==> src/rtl/hist_pkg.sv <==
// Shared definitions for the histogram-to-LUT builder: default geometry,
// FSM state encoding and the fixed-point scale helper.
package hist_pkg;

    localparam int unsigned DEF_IW     = 800;
    localparam int unsigned DEF_IH     = 600;
    localparam int unsigned DEF_BINS   = 256;
    localparam int unsigned DEF_LEVELS = 256;
    localparam int unsigned DEF_FRAC   = 24;

    typedef enum logic [2:0] {
        S_IDLE,
        S_ARMED,
        S_WAIT_DONE,
        S_REQ,
        S_DRAIN
    } state_t;

    // Rounded (LEVELS-1)/TOTAL in unsigned fixed point with FRAC fraction bits.
    function automatic logic [63:0] calc_scale(input longint unsigned total,
                                               input longint unsigned levels,
                                               input longint unsigned frac);
        return (((levels - 64'd1) << frac) + total / 64'd2) / total;
    endfunction

endpackage

==> src/rtl/hist_cdf_scale.sv <==
// Three-stage pipeline: accumulate bin counts into a CDF, multiply by the
// fixed-point scale, then round and saturate into a gray-level mapping.
module hist_cdf_scale
    import hist_pkg::*;
#(
    parameter  int unsigned BINS   = DEF_BINS,
    parameter  int unsigned LEVELS = DEF_LEVELS,
    parameter  int unsigned FRAC   = DEF_FRAC,
    parameter  logic [63:0] SCALE  = 64'd1,
    localparam int unsigned AW     = $clog2(BINS),
    localparam int unsigned DW     = $clog2(LEVELS)
) (
    input  logic          clk,
    input  logic          rst_n,
    input  logic          clear,
    input  logic          flush,
    input  logic          in_vld,
    input  logic [31:0]   in_data,
    output logic          out_vld,
    output logic [AW-1:0] out_addr,
    output logic [DW-1:0] out_data,
    output logic [31:0]   cdf,
    output logic [AW:0]   bin_cnt,
    output logic          empty
);

    localparam logic [63:0] HALF = 64'd1 << (FRAC - 1);
    localparam logic [63:0] VMAX = 64'(LEVELS - 1);

    logic          v1;
    logic          v2;
    logic [AW-1:0] addr1;
    logic [AW-1:0] addr2;
    logic [63:0]   prod;
    logic [63:0]   rounded;

    always_comb begin
        rounded = (prod + HALF) >> FRAC;
    end

    always_ff @(posedge clk or negedge rst_n) begin
        if (!rst_n) begin
            cdf      <= '0;
            bin_cnt  <= '0;
            addr1    <= '0;
            addr2    <= '0;
            prod     <= '0;
            v1       <= 1'b0;
            v2       <= 1'b0;
            out_vld  <= 1'b0;
            out_addr <= '0;
            out_data <= '0;
        end else begin
            if (clear) begin
                cdf     <= '0;
                bin_cnt <= '0;
            end else if (in_vld && !flush) begin
                cdf     <= cdf + in_data;
                addr1   <= bin_cnt[AW-1:0];
                bin_cnt <= bin_cnt + 1'b1;
            end
            v1 <= in_vld && !flush && !clear;

            // cdf already holds the running sum for the bin sitting in stage 1
            if (v1) begin
                prod  <= {32'd0, cdf} * SCALE;
                addr2 <= addr1;
            end
            v2 <= v1 && !flush;

            out_vld <= v2 && !flush;
            if (v2) begin
                out_addr <= addr2;
                out_data <= (rounded > VMAX) ? DW'(VMAX) : rounded[DW-1:0];
            end
        end
    end

    assign empty = !v1 && !v2;

endmodule

==> src/rtl/hist_lut_builder.sv <==
// Reads a finished histogram out of the statistics block with a read-then-clear
// request burst and writes the equalization mapping into the LUT RAM.
module hist_lut_builder
    import hist_pkg::*;
#(
    parameter  int unsigned IW     = DEF_IW,
    parameter  int unsigned IH     = DEF_IH,
    parameter  int unsigned BINS   = DEF_BINS,
    parameter  int unsigned LEVELS = DEF_LEVELS,
    parameter  int unsigned FRAC   = DEF_FRAC,
    localparam int unsigned AW     = $clog2(BINS),
    localparam int unsigned DW     = $clog2(LEVELS)
) (
    input  logic          clk,
    input  logic          rst_n,
    input  logic          enable,
    input  logic          flag_finish,
    input  logic [31:0]   hist_data,
    input  logic          hist_vld,
    output logic          out_req,
    output logic          lut_wr_en,
    output logic [AW-1:0] lut_wr_addr,
    output logic [DW-1:0] lut_wr_data,
    output logic          lut_done,
    output logic          busy,
    output logic [31:0]   cdf_total,
    output logic          sum_err,
    output logic          abort_err
);

    localparam int unsigned TOTAL   = IW * IH;
    localparam logic [63:0] SCALE   = calc_scale(TOTAL, LEVELS, FRAC);
    localparam int unsigned REQ_LEN = 2 * BINS;
    localparam int unsigned RW      = $clog2(REQ_LEN);
    localparam int unsigned WDOG    = 8;

    state_t        state;
    logic          flag_q;
    logic          flag_prev;
    logic          fall;
    logic          rise;
    logic [RW-1:0] req_cnt;
    logic [2:0]    drain_cnt;
    logic          in_busy;
    logic          accept;
    logic          extra;
    logic          drain_done;
    logic          abort;
    logic          clear;
    logic [31:0]   cdf;
    logic [AW:0]   bin_cnt;
    logic          empty;

    assign fall = flag_prev & ~flag_q;
    assign rise = ~flag_prev & flag_q;

    always_comb begin
        in_busy    = (state == S_REQ) || (state == S_DRAIN);
        accept     = hist_vld && in_busy && (bin_cnt < (AW+1)'(BINS));
        extra      = hist_vld && in_busy && (bin_cnt == (AW+1)'(BINS));
        drain_done = (state == S_DRAIN) && empty && (bin_cnt == (AW+1)'(BINS));
        // A restarted frame or an expired drain watchdog both discard the read-out
        abort      = (in_busy && fall) ||
                     ((state == S_DRAIN) && !drain_done && (drain_cnt == 3'(WDOG - 1)));
        clear      = (state == S_WAIT_DONE) && enable;
    end

    always_ff @(posedge clk or negedge rst_n) begin
        if (!rst_n) begin
            state     <= S_IDLE;
            flag_q    <= 1'b0;
            flag_prev <= 1'b0;
            req_cnt   <= '0;
            drain_cnt <= '0;
            out_req   <= 1'b0;
            busy      <= 1'b0;
            lut_done  <= 1'b0;
            cdf_total <= '0;
            sum_err   <= 1'b0;
            abort_err <= 1'b0;
        end else begin
            flag_q    <= flag_finish;
            flag_prev <= flag_q;
            lut_done  <= 1'b0;
            if (extra) begin
                sum_err <= 1'b1;
            end

            case (state)
                S_IDLE: begin
                    if (fall) begin
                        state <= S_ARMED;
                    end
                end
                S_ARMED: begin
                    if (rise) begin
                        state <= S_WAIT_DONE;
                    end
                end
                S_WAIT_DONE: begin
                    if (enable) begin
                        state   <= S_REQ;
                        out_req <= 1'b1;
                        busy    <= 1'b1;
                        req_cnt <= '0;
                    end else if (fall) begin
                        state <= S_ARMED;
                    end
                end
                S_REQ: begin
                    if (abort) begin
                        state     <= S_ARMED;
                        out_req   <= 1'b0;
                        busy      <= 1'b0;
                        abort_err <= 1'b1;
                    end else if (req_cnt == RW'(REQ_LEN - 1)) begin
                        state     <= S_DRAIN;
                        out_req   <= 1'b0;
                        drain_cnt <= '0;
                    end else begin
                        req_cnt <= req_cnt + 1'b1;
                    end
                end
                S_DRAIN: begin
                    if (abort) begin
                        state     <= S_ARMED;
                        busy      <= 1'b0;
                        abort_err <= 1'b1;
                    end else if (drain_done) begin
                        state     <= S_IDLE;
                        busy      <= 1'b0;
                        lut_done  <= 1'b1;
                        cdf_total <= cdf;
                        if (cdf != 32'(TOTAL)) begin
                            sum_err <= 1'b1;
                        end
                    end else begin
                        drain_cnt <= drain_cnt + 1'b1;
                    end
                end
                default: begin
                    state <= S_IDLE;
                end
            endcase
        end
    end

    hist_cdf_scale #(
        .BINS   (BINS),
        .LEVELS (LEVELS),
        .FRAC   (FRAC),
        .SCALE  (SCALE)
    ) u_cdf_scale (
        .clk      (clk),
        .rst_n    (rst_n),
        .clear    (clear),
        .flush    (abort),
        .in_vld   (accept),
        .in_data  (hist_data),
        .out_vld  (lut_wr_en),
        .out_addr (lut_wr_addr),
        .out_data (lut_wr_data),
        .cdf      (cdf),
        .bin_cnt  (bin_cnt),
        .empty    (empty)
    );

endmodule
==> config.mk <==
export PLATFORM = sky130hd
export DESIGN_NAME = hist_lut_builder
export DESIGN_NICKNAME = d
export VERILOG_FILES = /design/src/rtl/hist_pkg.sv /design/src/rtl/hist_cdf_scale.sv /design/src/rtl/hist_lut_builder.sv
export SDC_FILE = /design/constraint.sdc
export NUM_CORES = 1
export LEC_CHECK = 0
export CAP_MARGIN = 20
export CORE_MARGIN = 5
export CORE_UTILIZATION = 60
export DETAILED_ROUTE_END_ITERATION = 8
export PLACE_DENSITY_LB_ADDON = 0.08
export SLEW_MARGIN = 25
export SYNTH_ARGS = -nofsm -noshare
export SYNTH_HDL_FRONTEND = slang
export SYNTH_HIERARCHICAL = 1
export SYNTH_SLANG_ARGS = --single-unit
==> constraint.sdc <==
create_clock -name clk -period 16.7 [get_ports clk]
set_clock_uncertainty 0.05 [all_clocks]
set_input_delay 4.175 -clock clk [delete_from_list [all_inputs] [get_ports clk]]
set_output_delay 4.175 -clock clk [all_outputs]
set_load 0.01 [all_outputs]
### Word level (Yosys, flattened, before mapping)

Cells that the tools add are included.

| word-level totals | value |
|---|---|
| register bits after elaboration | 176 |
| input port bits | 37 |
| output and inout bits | 54 |
| word-level logic and storage cells | 126 |

| operators by class | value |
|---|---|
| add/subtract/negate cells | 5 |
| multipliers | 1 |
| order comparisons | 2 |
| equal/unequal tests | 18 |
| mux-type cells | 38 |
| bitwise logic cells | 6 |
| reduce and logical (&&, ||, !) cells | 35 |

Operators with widths:

| kind | count |
|---|---|
| 32-bit 2-to-1 mux | 2 |
| 46-bit by 24-bit adder with 47-bit output (second input constant) | 1 |
| 32-bit by 14-bit multiplier with 46-bit output (second input constant) | 1 |
| 9-bit 2-to-1 mux | 5 |
| 40-bit by 8-bit > comparator with 1-bit output (second input constant) | 1 |
| 3-bit 2-to-1 mux | 11 |
| 32-bit adder | 1 |
| 32-bit by 19-bit != test with 1-bit output (second input constant) | 1 |
| 9-bit by 1-bit adder with 9-bit output (second input constant) | 2 |
| 9-bit equality test (second input constant) | 2 |
| 9-bit one-hot mux with 2 select lines | 1 |
| 3-bit one-hot mux with 5 select lines | 1 |
| 1-bit logical AND | 14 |
| 1-bit 2-to-1 mux | 14 |
| 2-bit != test (second input constant) | 6 |
| 9-bit less-than comparator (second input constant) | 1 |
| 3-bit AND reduction | 3 |
| 8-bit 2-to-1 mux | 1 |
| 4-bit AND reduction | 2 |
| 3-bit by 2-bit equality test with 1-bit output (second input constant) | 2 |
| 3-bit equality test (second input constant) | 2 |
| 3-bit one-hot mux with 2 select lines | 1 |
| 2-bit nonzero test | 3 |
| 1-bit logical NOT | 5 |
| other kinds (15) | 22 |

### Logic depth before layout (Yosys ltp)

| logic depth | value |
|---|---|
| depth in word-level cells | 12 |
| gate-level depth with buffers | 20 |
| mapped depth without buffers | 19 |

### By module

The synthesis kept the hierarchy.

Modules (own cells, without submodules):

| module | instances | cells an instance | area each (sq um) | sequential area each (sq um) |
|---|---|---|---|---|
| hist_cdf_scale | 1 | 1320 | 12542.0 | 2477.4 |
| hist_lut_builder | 1 | 195 | 2451.1 | 1351.3 |

### Worst setup path before layout

OpenSTA, ideal clock, no wires.

| timing | value |
|---|---|
| path type | input-to-reg |
| start | in hist_data[7] |
| end | reg u_cdf_scale.cdf[31] |
| setup time | 0.128 ns |
| arrival time | 6.554 ns |
| required time | 16.522 ns |
| slack | 9.968 ns |
| cell stages on the path | 9 |
| buffers on the path | 0 |
| cells stage by stage | ha_1 -> a21o_1 -> a31o_1 -> a221oi_4 -> a31oi_2 -> or4_4 -> a41oi_2 -> mux2i_1 -> mux2_1 |

| between the ends | value |
|---|---|
| longest elaborated chain between the ends | 3 |

Ends and longest elaborated chain:

| element | line | text |
|---|---|---|
| start: declaration | hist_lut_builder.sv:18 | `input logic [31:0] hist_data,` |
| 32-bit adder | hist_cdf_scale.sv:58 | `cdf <= cdf + in_data;` |
| 32-bit 2-to-1 mux | hist_cdf_scale.sv:57 | `end else if (in_vld && !flush) begin` |
| 32-bit 2-to-1 mux | hist_cdf_scale.sv:54 | `if (clear) begin` |
| end signal: assignment | hist_cdf_scale.sv:58 |  |
| end: declaration | hist_cdf_scale.sv:22 | `output logic [31:0] cdf,` |

Every way passes these cells. The select of a mux whose other input is x is not followed.
A chain may end at the register's enable or synchronous reset.

### Worst setup path in the final report

| timing | value |
|---|---|
| start | in hist_data[10] |
| end | reg u_cdf_scale.cdf[26] |

The elaborated chain is that of the path after synthesis.

==> summary.txt <==
run status -> completed
HP Start -> flag_q
H-Tree Depth -> 4
Clock Tree Buf Depth -> 2
Die ar. -> 28200 sq um
CTS tree -> built
Antenna Cells -> 0
commonest cells after routing, fill and taps aside -> ha_1, inv_1, dfrtp_1
IO Port Bufs -> 90
TritonRoute pass-1 iters -> 5
CTS Buf Count -> 17
Multi-input gate area -> 10300 sq um
ordered cell list for the critical path -> clkdlybuf4s50_1 -> ha_1 -> and3_1 -> o2111ai_1 -> o21ai_0 -> a21oi_1 -> o2bb2ai_1 -> o21ai_0 -> a2111o_1 -> a31oi_1
worst-margin pin slew -> 0.867 ns
fmax -> 0.142 GHz
worst skew pair latency -> 0.42 ns
vias in the first global route -> 11700
drt wl/cell -> 17.8 um
Initial Util -> 0.613
Hold Crit Class -> reg2reg
Reg area -> 3830 sq um
Worst Setup End Kind -> flip-flop
Area contributors post-synth -> dfrtp_1, ha_1, fa_1
via/cell ratio -> 5.91
nets@finish -> 1972
largest net degree at the start of global routing -> 95
reg-to-reg slack, setup -> 10.50 ns
register area share after synthesis -> 0.255
Core Util, Final -> 0.688
Worst Reg-to-Reg Cells -> 17
DRC viols -> 0
Worst Hold Depth -> 0
HPWL after detailed placement -> 26000 um
RSZ-0062 raised after global routing -> false
Resize count post-CTS -> 0
largest area contributor in the netlist -> dfrtp_1
top_reg_cell synth -> dfrtp_1
slowest stage cell, crit path -> o21ai_0
Crit path required time -> 17.00 ns
Fin. Hold Viols -> 0
async set-or-reset flop fraction in the synthesized netlist -> 1.00
r2r startpoint -> u_cdf_scale/cdf[13]
area grow syn2layout -> 12.2%
routability cong. -> 0.894
Setup Viol. Count Final -> 0
r2r endpoint -> u_cdf_scale/prod[44]
startpoint type of the worst setup path -> input pin
share of cells above drive strength 1 -> 0.0828
Setup Buffers After CTS -> 0
#FFs+latches synth -> 153
initial drt markers -> 596
WHS Endpoint -> flag_prev
Vias -> 11400
DP Area -> 16200 sq um
Max-slew headroom -> 0.422
minimum clock period -> 7.05 ns
Critical path origin -> hist_data[10]
area of the core -> 24500 sq um
number of I/O pins -> 91
hold buffers post-CTS -> 0
total gr overflow -> 0
top-area cell type share of the netlist area -> 0.255
number of synthesized flops with an enable pin -> 0
Worst-path clk slew -> 0.07 ns
fill count -> 1883
Sink Count -> 153
post-route cell area -> 16800 sq um
Yosys Warn Count -> 6
syn nets -> 1893
max-cap viol count -> 0
Mean Syn Cell Area -> 9.90 sq um
most frequent CP cell -> o21ai_0
Die Ht -> 168 um
Cells after Synth -> 1515
period utilization -> 0.422
smallest hold slack -> 0.396 ns
critical setup path kind -> in2reg
post-synth cell types -> 81
row cnt -> 57
GRT Util Overall -> 0.247
worst path arrival time -> 7.34 ns
CP peak stage delay -> 0.49 ns
post-route ant nets -> 0
commonest non-fill, non-tap cell in the layout -> ha_1
Mapped Area -> 15000 sq um
pins over their slew limit -> 0
CTS Root Cell -> clkbuf_16
Sum Neg Setup Slack -> 0 ns
maximum fanout along the worst path -> 6
first-pass GRT wire length -> 57600 um
final wirelength -> 34300 um
DIE WIDTH -> 168 um
antenna violations before repair -> 0
[worst max path at each step]
stage | to | slack, ns
6_report | u_cdf_scale/cdf[26] | 9.65
3_5_place_dp | u_cdf_scale/cdf[26] | 9.26
3_3_place_gp | u_cdf_scale/cdf[26] | 9.33
4_1_cts | u_cdf_scale/cdf[26] | 9.70
5_1_grt | u_cdf_scale/cdf[26] | 9.55
2_1_floorplan | u_cdf_scale/cdf[31] | 9.97
[metrics by stage]
| step | setup WS, ns | std cells |
|---|---|---|
| after floorplan | 9.97 | 1515 |
| after global placement | 9.33 | 1898 |
| after detailed placement | 9.26 | 1898 |
| after CTS | 9.70 | 1930 |
| after global routing | 9.55 | 1931 |
| final | 9.65 | 1931 |
[per-layer routing]
metal / part of all wire / vias to the layer above / global-route usage
li1: - / 5493 / -
met1: 0.46 / 5574 / 0.347
met2: 0.48 / 296 / 0.409
met3: 0.041 / 43 / 0.0279
met4: 0.019 / 0 / 0.0663
met5: 0 / - / 0
[worst max-delay path: cells and delay by family]
| family | cells | cell delay (ns) |
|---|---|---|
| AND/OR/NAND/NOR | 1 | 0.32 |
| buffers and inverters | 1 | 0.40 |
| AO/OA/AOI/OAI | 7 | 2.02 |
| adder cells (fa/ha/maj) | 1 | 0.42 |
[sequential cells by signal, indices dropped and copies added (netlist names), 3 cells and up]
register              flops
u_cdf_scale/cdf          32
u_cdf_scale/addr1         8
u_cdf_scale/out_addr      8
req_cnt                   9
cdf_total                32
state                     3
drain_cnt                 3
u_cdf_scale/out_data      8
u_cdf_scale/addr2         8
u_cdf_scale/bin_cnt       9
u_cdf_scale/prod         23
[cells in the mapped netlist (all sizes together) (29+ instances only)]
library cell,number
a21o,44
a21oi,105
dfrtp,153
fa,106
ha,235
inv,175
mux2,70
nand2,119
nand3,34
nor2,77
o21ai,50
xnor2,29
[logic make-up (layout without fill, tap and decap cells)]
family	Yosys count	after routing	synth area share
and+or+nand+nor	364	364	0.123
adders and majority gates	341	341	0.338
AOI/OAI and AO/OA	311	311	0.139
buffers and inverters	213	305	0.0554
DFF	153	153	0.255
muxes	82	82	0.0606
xor gates and xnor gates	51	51	0.0298
[area by class of cell]
| cell class | instances | share of cell area |
|---|---|---|
| repair buffers | 97 | 0.0580 |
| well taps | 324 | 0.0241 |
| multi-input cells | 1149 | 0.615 |
| clock buffers | 18 | 0.0261 |
| inverters | 176 | 0.0393 |
| clock inverters | 14 | 0.0103 |
| flip-flops and latches | 153 | 0.228 |
Power is not shown: default switching activity piles up to over one toggle a cycle in this logic, so the estimate is an artifact.
